<file path="src/rtl/mux_arb_nway_if.sv">
// Bundle of the mux/arbiter's channel inputs, the registered output port and the mode controls.
// The slave modport is the mux itself; the master modport is whoever drives the channels and sinks the output.
interface mux_arb_nway_if #(
  parameter int WIDTH  = 16,
  parameter int NUM_IN = 4,
  parameter int SEL_W  = 2
);
  logic                    rr_en;
  logic [SEL_W-1:0]        sel;
  logic [NUM_IN*WIDTH-1:0] in_data;
  logic [NUM_IN-1:0]       in_valid;
  logic [NUM_IN-1:0]       in_ready;
  logic [WIDTH-1:0]        out_data;
  logic [SEL_W-1:0]        out_src;
  logic                    out_valid;
  logic                    out_ready;
  logic                    sel_err;
  logic [SEL_W-1:0]        rr_ptr;

  modport slave (
    input  rr_en, sel, in_data, in_valid, out_ready,
    output in_ready, out_data, out_src, out_valid, sel_err, rr_ptr
  );

  modport master (
    output rr_en, sel, in_data, in_valid, out_ready,
    input  in_ready, out_data, out_src, out_valid, sel_err, rr_ptr
  );
endinterface

</file>
<file path="src/rtl/mux_arb_nway.sv">
// N-input registered multiplexer with a fixed-select or round-robin source choice.
// One output register stage; rr_ptr is exposed on the interface for observation.
module mux_arb_nway #(
  parameter int WIDTH  = 16,
  parameter int NUM_IN = 4,
  parameter int SEL_W  = 2
) (
  input  logic          clk,
  input  logic          rst_n,
  mux_arb_nway_if.slave bus
);

  // Handshake: a beat moves on a port in any cycle where valid && ready are both
  // high at the rising edge; valid never depends on ready, out_* are registered.

  logic                 load_en;
  logic                 sel_oob;
  logic                 gnt_vld;
  logic [SEL_W-1:0]     gnt;
  logic [WIDTH-1:0]     gnt_data;
  logic                 gnt_in_valid;
  logic                 xfer;
  logic [2*NUM_IN-1:0]  valid_dbl;
  logic [2*NUM_IN-1:0]  valid_rot;
  logic [31:0]          pos;

  logic [WIDTH-1:0]     out_data_q;
  logic [SEL_W-1:0]     out_src_q;
  logic                 out_valid_q;
  logic                 sel_err_q;
  logic [SEL_W-1:0]     rr_ptr_q;

  assign load_en   = !out_valid_q || bus.out_ready;
  assign sel_oob   = 32'(bus.sel) >= 32'(NUM_IN);
  assign valid_dbl = {bus.in_valid, bus.in_valid};
  // Rotating by rr_ptr puts the highest-priority channel at bit 0.
  assign valid_rot = valid_dbl >> rr_ptr_q;

  always_comb begin
    gnt     = '0;
    gnt_vld = 1'b0;
    pos     = '0;
    if (!bus.rr_en) begin
      if (!sel_oob) begin
        gnt     = bus.sel;
        gnt_vld = 1'b1;
      end
    end else begin
      for (int k = 0; k < NUM_IN; k++) begin
        if (!gnt_vld && valid_rot[k]) begin
          pos = 32'(rr_ptr_q) + 32'(k);
          if (pos >= 32'(NUM_IN)) pos = pos - 32'(NUM_IN);
          gnt     = SEL_W'(pos);
          gnt_vld = 1'b1;
        end
      end
    end
  end

  always_comb begin
    gnt_data     = '0;
    gnt_in_valid = 1'b0;
    bus.in_ready = '0;
    for (int i = 0; i < NUM_IN; i++) begin
      if (gnt == SEL_W'(i)) begin
        gnt_data     = bus.in_data[i*WIDTH +: WIDTH];
        gnt_in_valid = bus.in_valid[i];
      end
      bus.in_ready[i] = rst_n && gnt_vld && load_en && (gnt == SEL_W'(i));
    end
  end

  assign xfer = gnt_vld && gnt_in_valid && load_en;

  always_ff @(posedge clk or negedge rst_n) begin
    if (!rst_n) begin
      out_data_q  <= '0;
      out_src_q   <= '0;
      out_valid_q <= 1'b0;
      sel_err_q   <= 1'b0;
      rr_ptr_q    <= '0;
    end else begin
      sel_err_q <= !bus.rr_en && sel_oob;
      if (load_en) begin
        out_valid_q <= xfer;
        if (xfer) begin
          out_data_q <= gnt_data;
          out_src_q  <= gnt;
        end
      end
      if (xfer && bus.rr_en) begin
        if (32'(gnt) == 32'(NUM_IN - 1)) rr_ptr_q <= '0;
        else                             rr_ptr_q <= gnt + SEL_W'(1);
      end
    end
  end

  assign bus.out_data  = out_data_q;
  assign bus.out_src   = out_src_q;
  assign bus.out_valid = out_valid_q;
  assign bus.sel_err   = sel_err_q;
  assign bus.rr_ptr    = rr_ptr_q;

endmodule

</file>
<file path="src/flat_wrapper.sv">
// flat-port wrapper written by rule: the top's interface ports become plain ports
module mux_arb_nway_flat 
#(
  parameter int WIDTH  = 16,
  parameter int NUM_IN = 4,
  parameter int SEL_W  = 2
)
  (clk, rst_n, bus_rr_en, bus_sel, bus_in_data, bus_in_valid, bus_out_ready, bus_in_ready, bus_out_data, bus_out_src, bus_out_valid, bus_sel_err, bus_rr_ptr);
  mux_arb_nway_if #(.WIDTH(WIDTH), .NUM_IN(NUM_IN), .SEL_W(SEL_W)) bus_i ();
  input  logic clk;
  input  logic rst_n;
  input wire logic [$bits(bus_i.rr_en)-1:0] bus_rr_en;
  input wire logic [$bits(bus_i.sel)-1:0] bus_sel;
  input wire logic [$bits(bus_i.in_data)-1:0] bus_in_data;
  input wire logic [$bits(bus_i.in_valid)-1:0] bus_in_valid;
  input wire logic [$bits(bus_i.out_ready)-1:0] bus_out_ready;
  output wire logic [$bits(bus_i.in_ready)-1:0] bus_in_ready;
  output wire logic [$bits(bus_i.out_data)-1:0] bus_out_data;
  output wire logic [$bits(bus_i.out_src)-1:0] bus_out_src;
  output wire logic [$bits(bus_i.out_valid)-1:0] bus_out_valid;
  output wire logic [$bits(bus_i.sel_err)-1:0] bus_sel_err;
  output wire logic [$bits(bus_i.rr_ptr)-1:0] bus_rr_ptr;
  assign bus_i.rr_en = bus_rr_en;
  assign bus_i.sel = bus_sel;
  assign bus_i.in_data = bus_in_data;
  assign bus_i.in_valid = bus_in_valid;
  assign bus_i.out_ready = bus_out_ready;
  assign bus_in_ready = bus_i.in_ready;
  assign bus_out_data = bus_i.out_data;
  assign bus_out_src = bus_i.out_src;
  assign bus_out_valid = bus_i.out_valid;
  assign bus_sel_err = bus_i.sel_err;
  assign bus_rr_ptr = bus_i.rr_ptr;
  mux_arb_nway #(.WIDTH(WIDTH), .NUM_IN(NUM_IN), .SEL_W(SEL_W)) u_core (.clk(clk), .rst_n(rst_n), .bus(bus_i));
endmodule
</file>
<file path="config.mk">
export PLATFORM = sky130hd
export DESIGN_NAME = mux_arb_nway_flat
export DESIGN_NICKNAME = d
export VERILOG_FILES = /design/src/rtl/mux_arb_nway_if.sv /design/src/rtl/mux_arb_nway.sv /design/src/flat_wrapper.sv
export SDC_FILE = /design/constraint.sdc
export NUM_CORES = 1
export LEC_CHECK = 0
export CAP_MARGIN = 5
export CORE_MARGIN = 3
export CORE_UTILIZATION = 40
export CTS_CLUSTER_SIZE = 30
export DETAILED_ROUTE_END_ITERATION = 8
export PLACE_DENSITY = 0.9
export SYNTH_ARGS = -nofsm -noshare
export SYNTH_HDL_FRONTEND = slang
export SYNTH_SLANG_ARGS = --single-unit
</file>
<file path="constraint.sdc">
create_clock -name clk -period 5.6 [get_ports clk]
set_clock_uncertainty 0.15 [all_clocks]
set_input_delay 0.84 -clock clk [delete_from_list [all_inputs] [get_ports clk]]
set_output_delay 0.84 -clock clk [all_outputs]
set_load 0.02 [all_outputs]
</file>
==> run metrics <==
outcome=complete, no violations; TNS Setup=0 ns; PortBufs=98; clock buffer depth=2; DRC viols=0; cell mode on critical path=clkdlybuf4s50_1; met3 routed WL=309 microns; Syn Std Cell Area=1590 sq um; clock sink count=21; antenna-violating nets left=0; largest net degree at the start of global routing=35; post-CTS sizing=0; endpoints failing hold=0; Hold Path Class=reg2reg; most frequent cells in the layout=clkdlybuf4s50_1, nand2_1, dfrtp_1; crit path DAT=3.63 ns; max-cap viol count=0; leakage power=1.08 nW; Row Count=22; Clock Pin Slew Worst Setup and Hold Paths=0.07 ns; Final #Nets=338; CTS root buf=clkbuf_8; crit-path cells=clkdlybuf4s50_1 > nor2_1 > o21ai_0 > a41oi_1 > inv_1 > ha_1 > and2_1 > clkdlybuf4s50_1; Final Cycle Share=82.4%; core area=3740 sq um; reg-to-reg slack, setup=1.93 ns; total power draw=1.04 mW; Synth top area share=33.0%; clock latency on the worst-skew pair=0.26 ns; Num CTS Buffers=3; unrepaired setup endpoints after global routing=no; Starting Density=42.5%; I/O Pins=100; number of synthesized flops with an enable pin=0; hold buffers post-CTS=0; number of global-route vias before repair=1606; total wire length=4940 microns; synth warn=0; post-synthesis sequential area ratio=33.0%; crit-path max FO=21; via count=1653; TritonCTS clock tree=done; Worst path top cell family by delay=buffers and inverters; Post-Syn Instances=168; Peak Freq=0.217 GHz; Syn Nets=246; final setup fails=0; Power Density=399 nW/um^2; die area=4770 sq um; P&R area growth vs syn=64.4%; register bit total from synthesis=21; WL met2=2560 microns; Worst VDD drop=0.240 mV; slew margin rel.=28.4%; Placed Instances=303; commonest non-fill, non-tap cell in the layout=clkdlybuf4s50_1; CP startpoint kind=input port; Design Area, Final=2620 sq um; Synth area leader=dfrtp_1; post-DP HPWL=3880 microns; die height=69.1 microns; Post-synth ARST share=100%; first-pass GRT wire length=8050 microns; fraction of layout cells with a size suffix above 1=9.27%; synthesized area per cell=9.48 sq um; initial antenna violation count=0; Critical Path Sink Type=output port; Netlist cell types=36; worst stage delay on the critical path=0.67 ns; required time worst endpoint=4.61 ns; crit path kind=in2out; M1 wire length=1980 microns; drt via density=5.38; routed len/inst=16.1 microns; setup bufs post-CTS=0; crit path buf inv count=3; measured slew at the worst slew-check pin=1.07 ns; ys flop type=dfrtp_1; post-layout min period=4.62 ns; diode count=0; GPL Wtd Cong=0.927; fin. max-slew vios=0; Min Hold Slack=0.352 ns; H-tree depth=1; top sig layer=met4; Die X=69.1 microns; Starting DRT DRC Count=105; Initial DRT Pass Iterations=6; post-route insts no fill=307; area post-placement=2570 sq um; ranking of synthesized cells by area=dfrtp_1, a221oi_1, nor2b_1; total track usage=20.9%; slowest CP cell=ha_1; total congestion overflow=0
per-stage QoR:
step	setup slack, ns	utilization, %
final	0.985	70.0
after global routing	0.841	70.0
after CTS	1.01	70.0
after detailed placement	1.01	68.8
after global placement	1.04	68.8
after floorplan	2.22	-
state kept, by name, indices dropped and copies added (netlist names):
register	count
u_core.bus.rr_ptr	2
u_core.bus.out_valid	1
u_core.bus.out_data	16
u_core.bus.out_src	2
routing by layer:
layer	track usage, %	vias to the layer above
met5	0	-
met1	24.5	781
li1	-	797
met3	5.98	11
met2	36.3	64
met4	6.72	0
report_power, final:
part	leakage [nW]	switching, mW	internal [mW]
registers	0.256	0.0466	0.226
clock network	0.0228	0.0498	0.0507
logic	0.797	0.309	0.362
total	1.08	0.405	0.639
final cells by class:
type | instances | area (sq um)
sequential | 21 | 526
fill | 303 | 1120
clock buffer | 4 | 45.0
inverter | 4 | 15.0
timing repair buffer | 101 | 1000
multi-input combinational | 129 | 970
tap | 48 | 60.1
worst reg2reg max path, cell delays in order (launching register included):
cell and delay [ns]:
dfrtp_1 0.45, nor2_1 0.16, a32oi_1 0.13, o211a_1 0.18, or3_1 0.41, ha_1 0.47, nor2b_1 0.94, a221oi_1 0.21
o31ai_1 0.33, mux2_2 0.20
cells by family after synthesis:
family | after synthesis | synth area share, %
multiplexers | 19 | 15.2
AND/OR/NAND/NOR | 60 | 19.6
buffers and inverters | 18 | 6.13
AO/OA/AOI/OAI | 45 | 22.6
other | 1 | 0.235
flip-flops | 21 | 33.0
adder cells (fa/ha/maj) | 4 | 3.14
worst paths after layout:
path	cells past startpoint	end	from
worst min register to register	1	u_core.bus.out_data[10]	u_core.bus.out_data[10]
worst max-delay path	8	bus_in_ready[1]	bus_in_valid[1]
worst max register to register	9	u_core.bus.out_data[9]	u_core.bus.rr_ptr[1]
max in group asynchronous	2	u_core.bus.rr_ptr[1]	rst_n
worst min-delay path	1	u_core.bus.out_data[10]	u_core.bus.out_data[10]
min in group asynchronous	2	u_core.bus.out_data[4]	rst_n
cell usage after synthesis (2+ instances only):
library cell	number
dfrtp_1	21
nand2_1	21
nor2b_1	20
a221oi_1	15
o31ai_1	15
mux2_2	8
mux2_4	8
clkbuf_1	7
nor2_1	7
and2_1	4
ha_1	4
inv_1	4
a21oi_1	3
buf_2	3
buf_6	3
o21ai_0	3
mux2_1	2
nand2b_1	2
Note: power is estimated with default switching activity, not from simulation.
